File: src/rtl/hazard_ctl_pkg.sv
// Shared types for the operand-forwarding producer side: in-flight write slot
// and the mul/div unit state.
package hazard_ctl_pkg;

    localparam int unsigned HZ_RN_W = 5;

    typedef logic [HZ_RN_W-1:0] hz_rn_t;

    typedef struct packed {
        hz_rn_t rn;
        logic   we;
        logic   ld;
    } hz_slot_t;

    localparam hz_slot_t HZ_SLOT_EMPTY = '0;

    typedef enum logic {
        MD_IDLE = 1'b0,
        MD_BUSY = 1'b1
    } md_state_e;

    function automatic logic hz_reads(input logic uses, input hz_rn_t src, input hz_rn_t dst);
        return uses && (src == dst);
    endfunction

endpackage

File: src/rtl/hazard_ctl_slot.sv
// One pipeline slot of in-flight write info {rn, we, ld}; a sync clear
// inserts an empty slot (bubble), async reset empties it.
module hz_slot
    import hazard_ctl_pkg::*;
(
    input  logic     clk,
    input  logic     rst,
    input  logic     clr_i,
    input  hz_slot_t d_i,
    output hz_slot_t q_o
);

    hz_slot_t slot_q;
    hz_slot_t slot_d;

    always_comb begin
        slot_d = clr_i ? HZ_SLOT_EMPTY : d_i;
    end

    always_ff @(posedge clk or posedge rst) begin
        if (rst) begin
            slot_q <= HZ_SLOT_EMPTY;
        end else begin
            slot_q <= slot_d;
        end
    end

    assign q_o = slot_q;

endmodule

File: src/rtl/hazard_ctl.sv
// Tracks in-flight register writes through EX/MEM for the forwarding unit and
// raises load-use, mul/div-busy and flush interlocks.
module hazard_ctl
    import hazard_ctl_pkg::*;
#(
    parameter int unsigned MD_CYCLES = 33,
    parameter int unsigned CNT_W     = 6
) (
    input  logic         clk,
    input  logic         rst,
    input  logic         id_valid,
    input  logic [4:0]   id_wr_rn,
    input  logic         id_we,
    input  logic         id_is_load,
    input  logic [4:0]   id_rs_rn,
    input  logic [4:0]   id_rt_rn,
    input  logic         id_uses_rs,
    input  logic         id_uses_rt,
    input  logic         id_is_muldiv,
    input  logic         id_uses_hilo,
    input  logic         id_flush,
    output logic [4:0]   fw_alu_rn,
    output logic         alu_we,
    output logic [4:0]   fw_mem_rn,
    output logic         mem_We,
    output logic         pc_stall,
    output logic         ex_bubble,
    output logic         md_busy
);

    hz_slot_t         ex_q;
    hz_slot_t         mem_q;
    hz_slot_t         ex_d;
    logic             mem_ld_unused;

    logic [CNT_W-1:0] md_cnt_q;
    md_state_e        md_state_q;

    logic             load_use;
    logic             md_stall;
    logic             stall;
    logic             bubble;
    logic             md_issue;

    always_comb begin
        load_use = ex_q.we && ex_q.ld && (ex_q.rn != '0) &&
                   (hz_reads(id_uses_rs, id_rs_rn, ex_q.rn) ||
                    hz_reads(id_uses_rt, id_rt_rn, ex_q.rn));
        md_stall = (md_state_q == MD_BUSY) && (id_uses_hilo || id_is_muldiv);
        // Gated by rst so every output reads 0 while reset is held.
        stall    = !rst && id_valid && !id_flush && (load_use || md_stall);
        bubble   = !rst && (stall || id_flush || !id_valid);
        md_issue = id_valid && id_is_muldiv && !stall && !id_flush;
        ex_d     = '{rn: id_wr_rn, we: id_we && id_valid, ld: id_is_load};
    end

    hz_slot u_ex_slot (
        .clk   (clk),
        .rst   (rst),
        .clr_i (bubble),
        .d_i   (ex_d),
        .q_o   (ex_q)
    );

    hz_slot u_mem_slot (
        .clk   (clk),
        .rst   (rst),
        .clr_i (1'b0),
        .d_i   (ex_q),
        .q_o   (mem_q)
    );

    // Issue takes priority over the final decrement so back-to-back ops reload.
    always_ff @(posedge clk or posedge rst) begin
        if (rst) begin
            md_cnt_q   <= '0;
            md_state_q <= MD_IDLE;
        end else if (md_issue) begin
            md_cnt_q   <= CNT_W'(MD_CYCLES);
            md_state_q <= MD_BUSY;
        end else if (md_state_q == MD_BUSY) begin
            md_cnt_q <= md_cnt_q - CNT_W'(1);
            if (md_cnt_q == CNT_W'(1)) begin
                md_state_q <= MD_IDLE;
            end
        end
    end

    assign mem_ld_unused = mem_q.ld;

    assign fw_alu_rn = ex_q.rn;
    assign alu_we    = ex_q.we;
    assign fw_mem_rn = mem_q.rn;
    assign mem_We    = mem_q.we;
    assign pc_stall  = stall;
    assign ex_bubble = bubble;
    assign md_busy   = (md_state_q == MD_BUSY);

endmodule
File: config.mk
export PLATFORM = sky130hd
export DESIGN_NAME = hazard_ctl
export DESIGN_NICKNAME = d
export VERILOG_FILES = /design/src/rtl/hazard_ctl_pkg.sv /design/src/rtl/hazard_ctl_slot.sv /design/src/rtl/hazard_ctl.sv
export SDC_FILE = /design/constraint.sdc
export NUM_CORES = 1
export LEC_CHECK = 0
export BUFFER_PORTS_ARGS = -buffer_cell sky130_fd_sc_hd__buf_2
export CAP_MARGIN = 0
export CORE_ASPECT_RATIO = 1.2
export CORE_MARGIN = 5
export CORE_UTILIZATION = 49
export DETAILED_ROUTE_END_ITERATION = 8
export PLACE_DENSITY = 0.83
export SYNTH_ARGS = -nofsm -noshare
export SYNTH_HDL_FRONTEND = slang
export SYNTH_SLANG_ARGS = --single-unit
export TNS_END_PERCENT = 100
File: constraint.sdc
create_clock -name clk -period 2.5 [get_ports clk]
set_input_delay 0.5 -clock clk [delete_from_list [all_inputs] [get_ports clk]]
set_output_delay 0.5 -clock clk [all_outputs]
set_load 0.02 [all_outputs]
==> results by group <==
Synthesis
  • Number of synthesized flops with an enable pin: 0
  • Post-Syn Area: 1190 um^2
  • Ys Warns: 0
  • Post-synth top area cell: dfrtp_1
  • Avg Inst Size Synth: 9.19 um^2
  • Register bit total from synthesis: 20
  • Asr flop ratio synth: 1.00
  • Syn_nets: 157
  • Sequential element share of the synthesized area: 0.419
  • Synth Instances: 130
  • Top cells by area, synth: dfrtp_1 42%, xnor2_1 8.1%, nand3_1 5.0%
  • Main flop type after synthesis: dfrtp_1
  • Unique cell type count in the Yosys netlist: 35
  • Top cell type's share of synthesized area: 0.419

STA
  • RSZ-0062 raised after global routing: yes
  • TNS Setup: 0 ns
  • Slew Viols, Final: 0
  • Worst-margin pin slew: 0.632 ns
  • Highest clock rate: 0.407 GHz
  • Final min period: 2.46 ns
  • Final Cycle Share: 0.982
  • Final setup viols: 0
  • Slew headroom: 0.572
  • Setup Skew: 0.00240 ns
  • Worst Hold Slack: 0.303 ns
  • Setup ws final: 0.0444 ns
  • Final Hold Vio Count: 0

Drt
  • Routed len/inst: 14.1 um
  • 1st-pass router iterations: 4
  • WL final: 2.85 mm
  • DR vias: 1100
  • # DRC: 0
  • Starting DRT DRC Count: 21
  • Post-route ant nets: 0
  • Vias/cell: 5.45

Outcome
  • Status: completed

Floorplanning
  • IO Pins: 40
  • Core area: 2310 um^2
  • Row cnt: 19
  • Die Width: 55.1 um
  • Vert. Die Dim: 64.1 um
  • Initial Util: 0.518
  • Die Footprint: 3530 um^2

Pwr
  • Max rail drop VDD: 0.370 mV
  • Power Density: 821 nW/um^2
  • Leakage: 0.000721 uW

Clock tree
  • TritonCTS clock tree: done
  • Clock buffer count from CTS: 3
  • Clock root buffer: clkbuf_4
  • Hold buffer count at CTS: 0
  • CTS Sinks: 20
  • Clock Latency Late Sink: 0.30 ns
  • Depth of the CTS H-tree: 1
  • Clock-pin transition on the worst setup and hold timing paths: 0.11 ns
  • Longest Clk Path Bufs: 2

Finish
  • Sequential Area: 504 um^2
  • Footprint of the multi-input gates: 611 um^2
  • FILL cells: 193
  • Synth-to-layout area growth: 22.4%
  • Final Non-Filler Cells: 202
  • Fin nets: 199
  • Share of cells above drive strength 1: 0.357
  • Fin area: 1460 um^2
  • Ant diodes: 0

Critical path
  • Arrival time at the worst endpoint: 1.96 ns
  • Crit Path Class: reg2out
  • R2R setup slack: 0.75 ns
  • Cells on worst reg2reg path: 4
  • CP Capture Type: output port
  • Worst Path Required: 2.00 ns
  • CP max FO: 5
  • RR Endpoint: md_cnt_q[5]$_DFFE_PP0P_
  • Reg2reg start: md_busy$_DFF_PP0_
  • Critical path origin: u_ex_slot.q_o[3]$_DFF_PP0_
  • Critical path launch point type: flop

GRT
  • Initial antenna violation count: 0
  • Largest net degree at the start of global routing: 23
  • First-pass GRT wire length: 4.70 mm
  • Grt ovf: 0
  • Vias in the first global route: 1110
  • Gr usage total: 0.175

Flow run
  • Max-Cap Viols: 0

Placement
  • GP Congestion: 0.808
  • Placed Cells: 195
  • Dpl ws: 0.379 ns
  • Dpl hpwl: 2.30 mm
  • Port bufs: 39
  • Placed cell areas: 1400 um^2

Min path
  • Worst min-delay path class: in2async
[logic make-up after synthesis]
| kind of cell | share of synthesized area |
|---|---|
| AOI/OAI and AO/OA | 0.186 |
| xor gates and xnor gates | 0.103 |
| adders and majority gates | 0.0209 |
| buffers and inverters | 0.0701 |
| DFF | 0.419 |
| and+or+nand+nor | 0.201 |
[per-stage QoR]
| step | total power [uW] | util |
|---|---|---|
| after floorplan | 873 | - |
| after global placement | 974 | 0.606 |
| after detailed placement | 1010 | 0.606 |
| after CTS | 1200 | 0.622 |
| after global routing | 1290 | 0.634 |
| final | 1200 | 0.634 |
[synth_stat cells (all sizes together) (2+ instances only)]
cell and number:
dfrtp 20, nand2 15, o21ai 13, nand3 12, xnor2 11, buf 8
nor2 7, o21bai 7, inv 4, a21oi 3, a31oi 3, nand4 3
nor3 3, xor2 3, clkbuf 2, ha 2
[area by class of cell]
class	count	share of cell area
multi-input combinational	96	0.417
tap	31	0.0265
inverter	4	0.0103
clock buffer	4	0.0248
timing repair buffer	47	0.176
sequential	20	0.345
[layer usage]
layer / share of wire / global-route usage / vias up
met5: 0 / 0 / -
met4: 0.015 / 0.0638 / 0
met3: 0.067 / 0.0186 / 5
met2: 0.55 / 0.322 / 42
met1: 0.37 / 0.198 / 521
li1: - / - / 532
[worst max-delay path, stage by stage, from the launching register on]
cell and delay [ns]:
dfrtp_2 0.45, or4_4 0.52, o211ai_1 0.28, nor2_1 0.12
o2bb2ai_1 0.14, buf_4 0.16
[where the power goes]
| part | switching [uW] | internal [uW] | total [uW] |
|---|---|---|---|
| clock network | 99.8 | 88.9 | 189 |
| logic | 292 | 219 | 512 |
| registers | 92.5 | 409 | 501 |
[layout by cell type (no fill, tap or decap), types with 4 or more instances in the layout]
master,netlist,layout
buf_2,1,38
buf_4,6,9
dfrtp_1,20,17
inv_1,4,4
nand2_1,15,15
nand3_1,12,12
nor2_1,7,7
o21ai_0,6,6
o21ai_1,6,6
o21bai_2,5,5
xnor2_1,11,11
[repair_timing]
item,in CTS,in global routing
gates resized for setup,0,4
setup buffers,0,3
endpoints found under the setup margin,0,1
[flip-flops by register name, indices dropped and copies added (netlist names)]
register and flops:
md_busy 1, u_ex_slot.q_o 7, md_cnt_q 6, u_mem_slot.q_o 6
[worst max-delay path by stage]
stage	endpoint	cells past startpoint	slack, ns
floorplan	pc_stall	5	0.23
global placement	pc_stall	5	0.42
detailed placement	pc_stall	5	0.38
CTS	pc_stall	5	0.03
global route	pc_stall	5	-0.05
finish	pc_stall	5	0.04
Power figures use the tool's default switching activity.
